File: src/rtl/decode_pkg.sv
// Shared decode definitions for decode_execute: opcodes, functs, FSM states,
// instruction field positions and the instruction classifier.
package decode_pkg;

    localparam logic [5:0] OP_RTYPE = 6'h00;
    localparam logic [5:0] OP_J     = 6'h02;
    localparam logic [5:0] OP_ADDI  = 6'h08;
    localparam logic [5:0] OP_LW    = 6'h23;

    localparam logic [5:0] FN_SLL   = 6'h00;
    localparam logic [5:0] FN_SRL   = 6'h02;
    localparam logic [5:0] FN_SLLV  = 6'h04;
    localparam logic [5:0] FN_ADD   = 6'h20;

    localparam int OP_MSB  = 31;
    localparam int OP_LSB  = 26;
    localparam int RS_MSB  = 25;
    localparam int RS_LSB  = 21;
    localparam int RT_MSB  = 20;
    localparam int RT_LSB  = 16;
    localparam int RD_MSB  = 15;
    localparam int RD_LSB  = 11;
    localparam int SH_MSB  = 10;
    localparam int SH_LSB  = 6;
    localparam int FN_MSB  = 5;
    localparam int IMM_MSB = 15;

    typedef enum logic [2:0] {
        S_IDLE, S_DEC, S_EX, S_MEM, S_WB, S_HALT
    } state_t;

    typedef enum logic [1:0] {
        ALU_ADD, ALU_SLL, ALU_SRL, ALU_SLLV
    } alu_op_t;

    typedef struct packed {
        alu_op_t alu_op;
        logic    legal;
        logic    rtype;
        logic    is_lw;
        logic    is_j;
        logic    wr_en;
    } dec_t;

    function automatic dec_t decode(input logic [31:0] ins);
        dec_t d;
        d.alu_op = ALU_ADD;
        d.legal  = 1'b0;
        d.rtype  = 1'b0;
        d.is_lw  = 1'b0;
        d.is_j   = 1'b0;
        d.wr_en  = 1'b0;
        case (ins[OP_MSB:OP_LSB])
            OP_RTYPE: begin
                d.rtype = 1'b1;
                d.legal = 1'b1;
                d.wr_en = 1'b1;
                case (ins[FN_MSB:0])
                    FN_ADD:  d.alu_op = ALU_ADD;
                    FN_SLL:  d.alu_op = ALU_SLL;
                    FN_SRL:  d.alu_op = ALU_SRL;
                    FN_SLLV: d.alu_op = ALU_SLLV;
                    default: begin
                        d.legal = 1'b0;
                        d.wr_en = 1'b0;
                    end
                endcase
            end
            OP_ADDI: begin
                d.legal = 1'b1;
                d.wr_en = 1'b1;
            end
            OP_LW: begin
                d.legal = 1'b1;
                d.wr_en = 1'b1;
                d.is_lw = 1'b1;
            end
            OP_J: begin
                d.legal = 1'b1;
                d.is_j  = 1'b1;
            end
            default: ;
        endcase
        return d;
    endfunction

endpackage

File: src/rtl/decode_execute_if.sv
// Instruction-fetch, data-memory and debug signals of decode_execute.
// master = the decode/execute stage, slave = its environment.
interface decode_execute_if #(parameter int PC_W = 4);
    logic [31:0]     instr;
    logic            instr_valid;
    logic [PC_W-1:0] pc;
    logic            busy;
    logic            retire;
    logic            mem_req;
    logic [31:0]     mem_addr;
    logic            mem_ack;
    logic [31:0]     mem_rdata;
    logic [4:0]      dbg_addr;
    logic [31:0]     dbg_data;
    logic            illegal;

    modport master (
        input  instr, instr_valid, mem_ack, mem_rdata, dbg_addr,
        output pc, busy, retire, mem_req, mem_addr, dbg_data, illegal
    );

    modport slave (
        output instr, instr_valid, mem_ack, mem_rdata, dbg_addr,
        input  pc, busy, retire, mem_req, mem_addr, dbg_data, illegal
    );
endinterface

File: src/rtl/exec_alu.sv
// Combinational ALU for the supported subset: add and the three shift forms.
module exec_alu
    import decode_pkg::*;
(
    input  alu_op_t     op,
    input  logic [31:0] a,
    input  logic [31:0] b,
    input  logic [4:0]  shamt,
    output logic [31:0] y
);
    always_comb begin
        y = a + b;
        case (op)
            ALU_SLL:  y = b << shamt;
            ALU_SRL:  y = b >> shamt;
            ALU_SLLV: y = b << a[4:0];
            default:  y = a + b;
        endcase
    end
endmodule

File: src/rtl/decode_execute.sv
// Multi-cycle decode/execute/writeback stage: FSM, PC and 32x32 register file.
// Define ILLEGAL_TRAP_EN to halt on unsupported encodings instead of NOP-ing them.
module decode_execute
    import decode_pkg::*;
#(
    parameter int PC_W = 4,
    parameter int NREG = 32
) (
    input  logic               clk,
    input  logic               rst,
    decode_execute_if.master   bus
);
`ifdef ILLEGAL_TRAP_EN
    localparam bit TRAP_EN = 1'b1;
`else
    localparam bit TRAP_EN = 1'b0;
`endif

    state_t          state;
    logic [31:0]     instr_q, a_q, b_q, result_q, mem_addr_q;
    logic [PC_W-1:0] pc_q;
    logic            busy_q, retire_q, mem_req_q, illegal_q, wr_en_q, is_j_q;
    logic [4:0]      wr_idx_q;
    logic [31:0]     regs [NREG];
    dec_t            dec;
    logic [31:0]     alu_y;

    assign dec = decode(instr_q);

    exec_alu u_alu (
        .op    (dec.alu_op),
        .a     (a_q),
        .b     (b_q),
        .shamt (instr_q[SH_MSB:SH_LSB]),
        .y     (alu_y)
    );

    always_ff @(posedge clk or posedge rst) begin
        if (rst) begin
            state      <= S_IDLE;
            pc_q       <= '0;
            busy_q     <= 1'b0;
            retire_q   <= 1'b0;
            mem_req_q  <= 1'b0;
            mem_addr_q <= '0;
            illegal_q  <= 1'b0;
            instr_q    <= '0;
            a_q        <= '0;
            b_q        <= '0;
            result_q   <= '0;
            wr_en_q    <= 1'b0;
            is_j_q     <= 1'b0;
            wr_idx_q   <= '0;
            for (int i = 0; i < NREG; i++) regs[i] <= '0;
        end else begin
            retire_q <= 1'b0;
            case (state)
                S_IDLE: begin
                    if (bus.instr_valid) begin
                        instr_q <= bus.instr;
                        busy_q  <= 1'b1;
                        state   <= S_DEC;
                    end
                end
                S_DEC: begin
                    a_q   <= regs[instr_q[RS_MSB:RS_LSB]];
                    b_q   <= dec.rtype ? regs[instr_q[RT_MSB:RT_LSB]]
                                       : {{16{instr_q[IMM_MSB]}}, instr_q[IMM_MSB:0]};
                    state <= S_EX;
                end
                S_EX: begin
                    result_q <= alu_y;
                    wr_en_q  <= dec.wr_en & dec.legal;
                    wr_idx_q <= dec.rtype ? instr_q[RD_MSB:RD_LSB] : instr_q[RT_MSB:RT_LSB];
                    is_j_q   <= dec.is_j;
                    if (TRAP_EN && !dec.legal) begin
                        illegal_q <= 1'b1;
                        state     <= S_HALT;
                    end else if (dec.is_lw) begin
                        mem_req_q  <= 1'b1;
                        mem_addr_q <= alu_y;
                        state      <= S_MEM;
                    end else begin
                        retire_q <= 1'b1;
                        state    <= S_WB;
                    end
                end
                // Load data replaces the address in result_q on the acknowledging edge
                S_MEM: begin
                    if (bus.mem_ack) begin
                        result_q  <= bus.mem_rdata;
                        mem_req_q <= 1'b0;
                        retire_q  <= 1'b1;
                        state     <= S_WB;
                    end
                end
                S_WB: begin
                    if (wr_en_q && wr_idx_q != '0) regs[wr_idx_q] <= result_q;
                    pc_q   <= is_j_q ? instr_q[PC_W-1:0] : pc_q + 1'b1;
                    busy_q <= 1'b0;
                    state  <= S_IDLE;
                end
                S_HALT: ;
                default: state <= S_IDLE;
            endcase
        end
    end

    assign bus.pc       = pc_q;
    assign bus.busy     = busy_q;
    assign bus.retire   = retire_q;
    assign bus.mem_req  = mem_req_q;
    assign bus.mem_addr = mem_addr_q;
    assign bus.illegal  = illegal_q;
    assign bus.dbg_data = (bus.dbg_addr == 5'd0) ? 32'd0 : regs[bus.dbg_addr];

endmodule

File: src/flat_wrapper.sv
// flat-port wrapper written by rule: the top's interface ports become plain ports
module decode_execute_flat import decode_pkg::*;
#(
    parameter int PC_W = 4,
    parameter int NREG = 32
)
  (clk, rst, bus_instr, bus_instr_valid, bus_mem_ack, bus_mem_rdata, bus_dbg_addr, bus_pc, bus_busy, bus_retire, bus_mem_req, bus_mem_addr, bus_dbg_data, bus_illegal);
  decode_execute_if #(.PC_W(PC_W)) bus_i ();
  input  logic clk;
  input  logic rst;
  input wire logic [$bits(bus_i.instr)-1:0] bus_instr;
  input wire logic [$bits(bus_i.instr_valid)-1:0] bus_instr_valid;
  input wire logic [$bits(bus_i.mem_ack)-1:0] bus_mem_ack;
  input wire logic [$bits(bus_i.mem_rdata)-1:0] bus_mem_rdata;
  input wire logic [$bits(bus_i.dbg_addr)-1:0] bus_dbg_addr;
  output wire logic [$bits(bus_i.pc)-1:0] bus_pc;
  output wire logic [$bits(bus_i.busy)-1:0] bus_busy;
  output wire logic [$bits(bus_i.retire)-1:0] bus_retire;
  output wire logic [$bits(bus_i.mem_req)-1:0] bus_mem_req;
  output wire logic [$bits(bus_i.mem_addr)-1:0] bus_mem_addr;
  output wire logic [$bits(bus_i.dbg_data)-1:0] bus_dbg_data;
  output wire logic [$bits(bus_i.illegal)-1:0] bus_illegal;
  assign bus_i.instr = bus_instr;
  assign bus_i.instr_valid = bus_instr_valid;
  assign bus_i.mem_ack = bus_mem_ack;
  assign bus_i.mem_rdata = bus_mem_rdata;
  assign bus_i.dbg_addr = bus_dbg_addr;
  assign bus_pc = bus_i.pc;
  assign bus_busy = bus_i.busy;
  assign bus_retire = bus_i.retire;
  assign bus_mem_req = bus_i.mem_req;
  assign bus_mem_addr = bus_i.mem_addr;
  assign bus_dbg_data = bus_i.dbg_data;
  assign bus_illegal = bus_i.illegal;
  decode_execute #(.PC_W(PC_W), .NREG(NREG)) u_core (.clk(clk), .rst(rst), .bus(bus_i));
endmodule
File: config.mk
export PLATFORM = sky130hd
export DESIGN_NAME = decode_execute_flat
export DESIGN_NICKNAME = d
export VERILOG_FILES = /design/src/rtl/decode_pkg.sv /design/src/rtl/decode_execute_if.sv /design/src/rtl/exec_alu.sv /design/src/rtl/decode_execute.sv /design/src/flat_wrapper.sv
export SDC_FILE = /design/constraint.sdc
export NUM_CORES = 2
export LEC_CHECK = 0
export CAP_MARGIN = 20
export CORE_ASPECT_RATIO = 0.6
export CORE_UTILIZATION = 60
export DETAILED_ROUTE_END_ITERATION = 8
export PLACE_DENSITY = 0.77
export SLEW_MARGIN = 20
export SYNTH_ARGS = -nofsm -noshare
export SYNTH_HDL_FRONTEND = slang
export SYNTH_SLANG_ARGS = --single-unit
File: constraint.sdc
create_clock -name clk -period 92.2 [get_ports clk]
set_input_delay 27.66 -clock clk [delete_from_list [all_inputs] [get_ports clk]]
set_output_delay 27.66 -clock clk [all_outputs]
set_load 0.05 [all_outputs]
==> impl_metrics.tcl <==
set metrics [dict create \
    yosysWarnings 1 \
    vias_per_cell 7.76 \
    critPathArrivalTime_ns 32.83 \
    core_um2 122000 \
    track_usage_pct 39.6 \
    cp.required_ns 64.54 \
    worstRegToRegCells 7 \
    synth.distinct_cells 75 \
    cts_buffer_depth 3 \
    post-dp-hpwl_um 148000 \
    p_clk_share_pct 25.2 \
    ys.flop_type "dfrtp_1" \
    die_h_um 274 \
    ys_seq_elements 1201 \
    root_buffer "clkbuf_16" \
    ant_nets 0 \
    drc 0 \
    yosys-top-cells-area "dfrtp_1 41%, mux4_2 30%, mux2_2 16%" \
    boundaryPins 145 \
    synth.most_common_cell "dfrtp_1" \
    path_clk_slew_ns 0.07 \
    grt_pass1_vias 49200 \
    rr_startpoint "u_core.instr_q[17]$_DFFE_PP0P_" \
    skew_ns 0.0552 \
    min_to "u_core.regs[1019]$_DFFE_PP0P_" \
    p_int_mw 1.10 \
    drt_wl_total_um 242000 \
    cap_violations 0 \
    ys_async_sr_fraction_pct 100 \
    min-delay-start "u_core.regs[1019]$_DFFE_PP0P_" \
    yosys.area.top_type "dfrtp_1" \
    start_util_pct 60.6 \
    synthCells 5035 \
    cpPeakStageDelay_ns 0.86 \
    setup_tns_ns 0 \
    place_area_um2 76300 \
    worst_pin_slew_ns 1.22 \
    hold_depth 0 \
    via_count 50900 \
    drt-initial-drc-count 7497 \
    synthesis.area_um2 73900 \
    area_growth_syn_to_layout_pct 8.29 \
    r2r_slack_ns 87.28 \
    die_x_um 455 \
    setup_viol 0 \
    synth_common_cells "1,201 x dfrtp_1, 1,033 x mux2_2, 987 x mux4_2" \
    fillers 8459 \
    p_switching_mw 0.790 \
    combPwrFrac_pct 37.7 \
    post-route-min-period_ns 60.49 \
    r2r_end "u_core.b_q[23]$_DFFE_PP0N_" \
    grt_pass1_wl_um 355000 \
    die_area_um2 125000 \
    grt_remaining_overflow 0 \
    avgRoutedWirePerCell_um 36.9 \
    power_frac_seq_pct 37.2 \
    regArea_um2 30100 \
    path_max_fanout 105 \
    cts_tree "yes" \
    min_period_over_period_pct 65.6 \
    htreeDepth 3 \
    antenna_found_initial 5 \
    portBuffers 143 \
    max_clock_freq_mhz 16.5 \
    finalHoldViolations 0 \
    crit_chain "buf_8, buf_4, buf_4, buf_4, mux4_2, mux4_2, mux2i_1, nor2_1, clkdlybuf4s50_1" \
    nets 4947 \
    worstSetupStartpointType "input port" \
    post_cts_buffers 0 \
    leakage_nw 35.4 \
    multi_input_area_um2 41800 \
    max_slew_margin_pct 18.6 \
    drtPass1Iterations 6 \
    postCtsResizedCells 0 \
    yosys.area.top_type_share_pct 40.7 \
    gp_congestion 1.03 \
    slew_violations 0 \
    cts.sinks 1201 \
    status "finished, final reports clean" \
    grt_max_degree 166 \
    postCtsHoldBufs 0 \
    syn-num-nets 5141 \
    cp_slowest_cell "buf_4" \
    crit_top_cell "buf_4" \
    worst-setup-path-type "input port to primary output" \
    rsz0062_at_grt "false" \
    layout-drive-gt1-share_pct 48.7 \
    fin_area_um2 80000 \
    cts_made_buffers 112 \
    hold_path_class "flop to flop" \
    worst_setup_path_end_kind "primary output" \
    p_per_area_nw_per_um2 23.6 \
    ir_drop_mv 0.0348 \
    clkLatencyLatePin_ns 0.78 \
    switching_share_pct 41.9 \
    rows 99 \
    seq_area_frac_synth_pct 40.7 \
    avgSynthCellArea_um2 14.7 \
    synth_edf_count 0 \
]
==> cells by family after synthesis <==
| group | share of synthesized area, % |
|---|---|
| and+or+nand+nor | 3.24 |
| xor gates and xnor gates | 0.344 |
| adders and majority gates | 0.569 |
| DFF | 40.7 |
| buffers and inverters | 3.06 |
| other | 0.00507 |
| muxes | 48.4 |
| AOI/OAI and AO/OA | 3.67 |
==> metrics by stage <==
step           std cells  setup slack, ns  hold slack, ns  power (mW)  utilization (%)
2_1_floorplan       5035            30.71           0.454        1.16                -
3_3_place_gp        6341            32.00           0.398        1.39             62.6
3_5_place_dp        6341            31.77           0.407        1.40             62.6
4_1_cts             6548            31.79           0.419        1.87             65.6
5_1_grt             6550            31.64           0.429        1.95             65.7
6_report            6552            31.71           0.420        1.89             65.7
==> per-layer routing <==
metal | track usage (%) | vias to the layer above | share of wire [%]
met5 | 0 | - | 0.015
li1 | - | 19500 | -
met1 | 57.9 | 26900 | 39
met3 | 18.2 | 527 | 16
met4 | 11.5 | 6 | 3.4
met2 | 53.0 | 3921 | 41
==> worst max path at each step <==
| stage | startpoint | to | slack (ns) |
|---|---|---|---|
| global route | bus_dbg_addr[1] | bus_dbg_data[2] | 31.64 |
| finish | bus_dbg_addr[1] | bus_dbg_data[4] | 31.71 |
| CTS | bus_dbg_addr[1] | bus_dbg_data[4] | 31.79 |
| global placement | bus_dbg_addr[1] | bus_dbg_data[4] | 32.00 |
| floorplan | rst | u_core.a_q[0]$_DFFE_PP0N_ | 30.71 |
| detailed placement | bus_dbg_addr[1] | bus_dbg_data[4] | 31.77 |
==> state kept, by name, indices dropped and copies added (netlist names) <==
signal,flops
u_core.instr_q,32
u_core.bus.retire,1
u_core.a_q,32
u_core.wr_en_q,1
u_core.bus.mem_addr,32
u_core.state,3
u_core.bus.busy,1
u_core.is_j_q,1
u_core.b_q,32
u_core.regs,1024
u_core.bus.pc,4
u_core.result_q,32
u_core.bus.mem_req,1
u_core.wr_idx_q,5
==> final cells by class <==
class | count | area share [%]
multi-input combinational | 3256 | 52.2
antenna | 2 | 0.00625
clock buffer | 150 | 3.92
inverter | 15 | 0.0797
tap | 1616 | 2.53
clock inverter | 57 | 0.663
sequential | 1201 | 37.6
timing repair buffer | 255 | 3.01
==> cells in the final DEF, fill, tap and decap left out, drive strengths merged, types with 10 or more instances in the layout <==
| cell | Yosys | final |
|---|---|---|
| or3 | 19 | 19 |
| clkdlybuf4s50 | 0 | 138 |
| nor3 | 30 | 30 |
| xor2 | 13 | 13 |
| a21oi | 107 | 107 |
| nor2b | 22 | 22 |
| a211oi | 32 | 32 |
| clkinv | 0 | 34 |
| nand3 | 27 | 27 |
| clkinvlp | 0 | 11 |
| o21ai | 154 | 154 |
| clkbuf | 350 | 150 |
| buf | 213 | 117 |
| nor2 | 128 | 128 |
| ha | 32 | 32 |
| mux2 | 1033 | 1033 |
| xnor2 | 16 | 16 |
| inv | 15 | 22 |
| a21o | 20 | 20 |
| a22oi | 15 | 15 |
| nand2 | 256 | 256 |
| o22ai | 18 | 18 |
| mux2i | 191 | 191 |
| o211ai | 10 | 10 |
| a31oi | 14 | 14 |
| o31ai | 21 | 21 |
| dfrtp | 1201 | 1201 |
| mux4 | 987 | 987 |
==> worst max-delay path: cells and delay by family <==
kind                   cells  cell delay, ns
muxes                      3            1.25
buffers and inverters      5            3.62
and+or+nand+nor            1            0.07
==> power by group through the flow <==
stage               Sequential [mW]  Clock (mW)  Combinational (mW)
finish                        0.702       0.475               0.711
global route                  0.706       0.499               0.743
CTS                           0.696       0.479               0.693
detailed placement            0.706           0               0.691
global placement              0.703           0               0.687
floorplan                     0.630           0               0.529
Note: power is estimated with default switching activity, not from simulation.
